[src/rtl/vid_sdram_arbiter.sv]
// Two-master Avalon-MM arbiter in front of the single SDRAM controller port.
// M0 (video fetch) has priority, a burst limit bounds starvation, a tag FIFO steers read beats.
module vid_sdram_arbiter #(
    parameter int ADDR_W    = 22,
    parameter int DATA_W    = 16,
    parameter int MAX_PEND  = 8,
    parameter int BURST_MAX = 16
) (
    input  logic              iCLOCK,
    input  logic              iRESET,
    input  logic [ADDR_W-1:0] iM0_ADDRESS,
    input  logic              iM0_READ,
    input  logic              iM0_WRITE,
    input  logic [DATA_W-1:0] iM0_WRITE_DATA,
    output logic              oM0_WAIT_REQUEST,
    output logic [DATA_W-1:0] oM0_READ_DATA,
    output logic              oM0_READ_DATA_VALID,
    input  logic [ADDR_W-1:0] iM1_ADDRESS,
    input  logic              iM1_READ,
    input  logic              iM1_WRITE,
    input  logic [DATA_W-1:0] iM1_WRITE_DATA,
    output logic              oM1_WAIT_REQUEST,
    output logic [DATA_W-1:0] oM1_READ_DATA,
    output logic              oM1_READ_DATA_VALID,
    output logic [ADDR_W-1:0] oSDRAM_ADDRESS,
    output logic              oSDRAM_READ,
    output logic              oSDRAM_WRITE,
    output logic [DATA_W-1:0] oSDRAM_WRITE_DATA,
    input  logic              iSDRAM_WAIT_REQUEST,
    input  logic [DATA_W-1:0] iSDRAM_READ_DATA,
    input  logic              iSDRAM_READ_DATA_VALID,
    output logic              oPEND_ERR
);
    localparam int PTR_W = (MAX_PEND > 1) ? $clog2(MAX_PEND) : 1;
    localparam int CNT_W = (BURST_MAX > 1) ? $clog2(BURST_MAX) : 1;
    localparam logic [CNT_W-1:0] BURST_LAST = CNT_W'(BURST_MAX - 1);
    localparam logic [PTR_W:0]   PEND_FULL  = (PTR_W + 1)'(MAX_PEND);

    typedef enum logic [1:0] {IDLE, LOCK0, LOCK1} state_t;

    state_t             r_state;
    state_t             w_nextState;
    logic [CNT_W-1:0]   r_burstCnt;
    logic [MAX_PEND-1:0] r_tags;
    logic [PTR_W-1:0]   r_wrPtr;
    logic [PTR_W-1:0]   r_rdPtr;
    logic [PTR_W:0]     r_level;
    logic               r_pendErr;

    logic w_req0;
    logic w_req1;
    logic w_ownRead;
    logic w_ownWrite;
    logic w_ownReq;
    logic w_otherReq;
    logic w_ownerId;
    logic w_full;
    logic w_empty;
    logic w_blocked;
    logic w_sdRead;
    logic w_sdWrite;
    logic w_accept;
    logic w_push;
    logic w_pop;
    logic w_headTag;

    assign w_req0    = iM0_READ | iM0_WRITE;
    assign w_req1    = iM1_READ | iM1_WRITE;
    assign w_ownerId = (r_state == LOCK1);
    assign w_full    = (r_level == PEND_FULL);
    assign w_empty   = (r_level == '0);

    // Owner decode and next-state; an illegal read+write pair is treated as a read.
    always_comb begin
        w_ownRead   = 1'b0;
        w_ownWrite  = 1'b0;
        w_ownReq    = 1'b0;
        w_otherReq  = 1'b0;
        w_nextState = r_state;
        case (r_state)
            LOCK0: begin
                w_ownRead  = iM0_READ;
                w_ownWrite = iM0_WRITE & ~iM0_READ;
                w_ownReq   = w_req0;
                w_otherReq = w_req1;
            end
            LOCK1: begin
                w_ownRead  = iM1_READ;
                w_ownWrite = iM1_WRITE & ~iM1_READ;
                w_ownReq   = w_req1;
                w_otherReq = w_req0;
            end
            default: ;
        endcase
        case (r_state)
            IDLE: begin
                if (w_req0) begin
                    w_nextState = LOCK0;
                end else if (w_req1) begin
                    w_nextState = LOCK1;
                end
            end
            LOCK0, LOCK1: begin
                if (!w_ownReq) begin
                    w_nextState = w_otherReq ? ((r_state == LOCK0) ? LOCK1 : LOCK0) : IDLE;
                end else if (w_accept && w_otherReq && (r_burstCnt == BURST_LAST)) begin
                    w_nextState = (r_state == LOCK0) ? LOCK1 : LOCK0;
                end
            end
            default: w_nextState = IDLE;
        endcase
    end

    assign w_blocked = w_ownRead & w_full;
    assign w_sdRead  = w_ownRead & ~w_full;
    assign w_sdWrite = w_ownWrite;
    assign w_accept  = (w_sdRead | w_sdWrite) & ~iSDRAM_WAIT_REQUEST;
    assign w_push    = w_accept & w_sdRead;
    assign w_pop     = iSDRAM_READ_DATA_VALID & ~w_empty;
    assign w_headTag = r_tags[r_rdPtr];

    assign oSDRAM_ADDRESS    = (r_state == LOCK1) ? iM1_ADDRESS : iM0_ADDRESS;
    assign oSDRAM_WRITE_DATA = (r_state == LOCK1) ? iM1_WRITE_DATA : iM0_WRITE_DATA;
    assign oSDRAM_READ       = w_sdRead;
    assign oSDRAM_WRITE      = w_sdWrite;

    assign oM0_WAIT_REQUEST    = (r_state != LOCK0) | iSDRAM_WAIT_REQUEST | w_blocked;
    assign oM1_WAIT_REQUEST    = (r_state != LOCK1) | iSDRAM_WAIT_REQUEST | w_blocked;
    assign oM0_READ_DATA       = iSDRAM_READ_DATA;
    assign oM1_READ_DATA       = iSDRAM_READ_DATA;
    assign oM0_READ_DATA_VALID = w_pop & ~w_headTag;
    assign oM1_READ_DATA_VALID = w_pop & w_headTag;
    assign oPEND_ERR           = r_pendErr;

    always_ff @(posedge iCLOCK) begin
        if (iRESET) begin
            r_state <= IDLE;
        end else begin
            r_state <= w_nextState;
        end
    end

    // The burst counter only advances while the other master is actually waiting.
    always_ff @(posedge iCLOCK) begin
        if (iRESET) begin
            r_burstCnt <= '0;
        end else if (w_nextState != r_state) begin
            r_burstCnt <= '0;
        end else if (w_accept && w_otherReq) begin
            r_burstCnt <= r_burstCnt + 1'b1;
        end
    end

    always_ff @(posedge iCLOCK) begin
        if (iRESET) begin
            r_tags  <= '0;
            r_wrPtr <= '0;
            r_rdPtr <= '0;
            r_level <= '0;
        end else begin
            if (w_push) begin
                r_tags[r_wrPtr] <= w_ownerId;
                r_wrPtr         <= r_wrPtr + 1'b1;
            end
            if (w_pop) begin
                r_rdPtr <= r_rdPtr + 1'b1;
            end
            case ({w_push, w_pop})
                2'b10:   r_level <= r_level + 1'b1;
                2'b01:   r_level <= r_level - 1'b1;
                default: ;
            endcase
        end
    end

    always_ff @(posedge iCLOCK) begin
        if (iRESET) begin
            r_pendErr <= 1'b0;
        end else if (iSDRAM_READ_DATA_VALID && w_empty) begin
            r_pendErr <= 1'b1;
        end
    end
endmodule
[config.mk]
export PLATFORM = sky130hd
export DESIGN_NAME = vid_sdram_arbiter
export DESIGN_NICKNAME = d
export VERILOG_FILES = /design/src/rtl/vid_sdram_arbiter.sv
export SDC_FILE = /design/constraint.sdc
export NUM_CORES = 1
export LEC_CHECK = 0
export BUFFER_PORTS_ARGS = -buffer_cell sky130_fd_sc_hd__buf_2
export CAP_MARGIN = 15
export CORE_MARGIN = 2
export CORE_UTILIZATION = 45
export CTS_BUF_LIST = sky130_fd_sc_hd__clkbuf_8
export DETAILED_ROUTE_END_ITERATION = 12
export GPL_TIMING_DRIVEN = 0
export PLACE_DENSITY = 0.95
export SLEW_MARGIN = 20
export SYNTH_ARGS = -nofsm -noshare
export SYNTH_HDL_FRONTEND = slang
export SYNTH_SLANG_ARGS = --single-unit
[constraint.sdc]
create_clock -name iCLOCK -period 4.8 [get_ports iCLOCK]
set_input_delay 0.96 -clock iCLOCK [delete_from_list [all_inputs] [get_ports iCLOCK]]
set_output_delay 0.96 -clock iCLOCK [all_outputs]
set_load 0.03 [all_outputs]
==> out/metrics.yaml <==
run_status:
  status: "finished clean"
synthesis:
  synth_edf_count: 0
  synth.area.top_cells: "dfxtp_1 (21%), mux2_2 (19%), buf_4 (10%), ha_1 (6.4%), mux2i_1 (4.7%)"
  synth_top_area_cell: "dfxtp_1"
  syn_inst: 262
  ys_warn_count: 0
  avgSynthCellArea_um2: 8.94
  netlist_area_mm2: 0.00234
  ys_seq_area_share_pct: 21.4
  yosysUniqueCellTypes: 49
  syn-num-nets: 375
  ys_async_sr_fraction_pct: 0
  synth_top_area_share_pct: 21.4
  synth-main-ff-cell: "dfxtp_1"
  ys_ff_latch: 25
sta:
  tns_ns: 0
  relSlewSlack_pct: 60.9
  setup_ws_ns: 1.33
  finalCriticalPeriod_ns: 3.47
  rsz0062_at_grt: "false"
  fmax_mhz: 288
  setup_viol: 0
  finalCritPeriodShare_pct: 72.3
  slew_violations: 0
  whs_ns: 0.476
  skew_ns: 0.00807
  final_hold_viol_count: 0
  worst_pin_slew_ns: 0.583
run:
  drv_cap: 0
route:
  vias: 2470
  drt-initial-drc-count: 87
  viasPerCell: 4.98
  antenna_left: 0
  drc: 0
  drtPass1Iterations: 5
  avgRoutedWirePerCell_um: 13.9
  wl_mm: 6.92
placed_design:
  io_buffers: 160
  placed_area_mm2: 0.00323
  pre_cts_ws_ns: 1.34
  dpl.hpwl_mm: 5.95
  placedCellCount: 492
  place.gp.congestion: 0.852
cells_and_area:
  fill_cells: 437
  layout-drive-gt1-share_pct: 58.5
  syn2layout_area_growth_pct: 40.0
  mostFrequentLayoutCell: "buf_2"
  final_cell_mix: "buf_2 (161), mux2_2 (40), buf_4 (32)"
  register_area_um2: 500
  final_util_pct: 64.7
  multi_input_area_mm2: 0.00154
  diodes: 0
  finalNetCount: 540
  fin_area_mm2: 0.00328
  final_cells: 496
hold_path:
  worstHoldStart: "oPEND_ERR"
  hold_depth: 2
  min_to: "oPEND_ERR"
  hold_path_class: "reg2reg"
grt:
  grt.overflow.total: 0
  grt_max_degree: 17
  grt_pass1_vias: 2428
  grt_usage_pct: 23.2
  grt_pass1_wl_mm: 11.0
  antenna_found_initial: 0
floorplan:
  start_util_pct: 46.2
  die_h_um: 76.2
  die_area_mm2: 0.00580
  die_width_um: 76.2
  placementRows: 26
  ioPinCount: 177
  core-area_mm2: 0.00507
power_and_ir_drop:
  power.density_mw_per_mm2: 197
  p_total_mw: 0.647
  leakage_nw: 1.60
  ir_drop_mv: 0.129
cts:
  cts_buffers: 3
  clk_latency_ns: 0.28
  root_buffer: "clkbuf_8"
  clk_pin_slew_worst_paths_ns: 0.10
  postCtsSetupBuffers: 0
  cts_buffer_depth: 2
  cts_resized: 0
  htreeDepth: 1
  cts_tree: "built"
  hold_buffers: 0
  clkSinkCount: 25
setup_path:
  worstPathArrival_ns: 3.68
  required_ns: 5.01
  crit_fanout: 10
  r2r_start: "r_state[0]"
  ff2ff_path_depth: 12
  critPathKind: "reg2reg"
  critPathLaunchType: "register"
  reg2reg_slack_ns: 1.33
  r2r-end: "r_level[3]"
  end_kind: "register"
==> cells by family (layout without fill, tap and decap cells) <==
logic type	after synthesis	in the layout	share of synthesized area, %
compound gates	33	33	10.4
xor+xnor	9	9	3.36
fa+ha+maj	13	13	7.26
buf+inv	49	213	13.0
flops	25	25	21.4
mux	53	53	25.8
simple gates	80	80	18.7
==> flip-flops by register name (all words and copies together), names as in the netlist <==
name,flops
r_tags,8
r_burstCnt,4
r_level,4
r_rdPtr,3
r_wrPtr,3
r_state,2
oPEND_ERR,1
==> worst max-delay path by stage <==
| stage | slack (ns) | cells after the start | endpoint | start |
|---|---|---|---|---|
| finish | 1.33 | 12 | r_level[3] | r_state[0] |
| global route | 1.10 | 12 | r_level[3] | r_state[0] |
| CTS | 1.30 | 5 | oSDRAM_WRITE_DATA[5] | r_state[1] |
| detailed placement | 1.34 | 11 | r_level[3] | iSDRAM_WAIT_REQUEST |
| global placement | 1.50 | 11 | r_level[3] | iSDRAM_WAIT_REQUEST |
| floorplan | 1.80 | 10 | r_level[3] | iSDRAM_WAIT_REQUEST |
==> cell type report <==
class | count | area share [%]
repair buffers | 160 | 24.4
multi-input cells | 188 | 46.9
clock inverters | 1 | 0.267
well taps | 70 | 2.67
flip-flops and latches | 25 | 15.2
inverters | 9 | 1.03
clock buffers | 3 | 1.26
plain buffers | 40 | 8.27
==> per-layer routing <==
layer	up-vias	routed length [µm]	share of wire, %	track usage [%]
li1	1227	-	-	-
met1	1134	2700	39	25.9
met2	99	3700	54	44.9
met3	10	420	6.1	4.50
met4	0	97	1.4	5.45
met5	-	0	0	0
==> synthesized netlist by cell type, types with 3 or more instances <==
cell,number
xor2_1,6
nand2b_1,4
nand2_1,12
ha_1,12
inv_1,9
mux2i_1,11
nand3b_1,4
nand4_1,3
o21ai_0,3
clkbuf_1,7
or3_1,3
mux2_2,40
xnor2_1,3
nor2_1,26
buf_4,32
o211ai_1,3
nand3_1,8
dfxtp_1,25
a21oi_1,9
==> worst max-delay path: stages, from the launching register on <==
cell and delay, ns:
dfxtp_1 0.51, inv_1 0.16, ha_1 0.46, nand2b_1 0.16
nor3_2 0.54, inv_1 0.12, ha_1 0.26, ha_1 0.28
a21o_1 0.17, a21oi_1 0.17, xnor2_1 0.10, or3_1 0.31
a21oi_1 0.16
==> where the power goes <==
part           internal, mW  switching, mW  total (mW)
Sequential            0.212        0.00838       0.220
Clock                0.0610         0.0741       0.135
Combinational         0.118          0.174       0.292
Power figures use the tool's default switching activity.
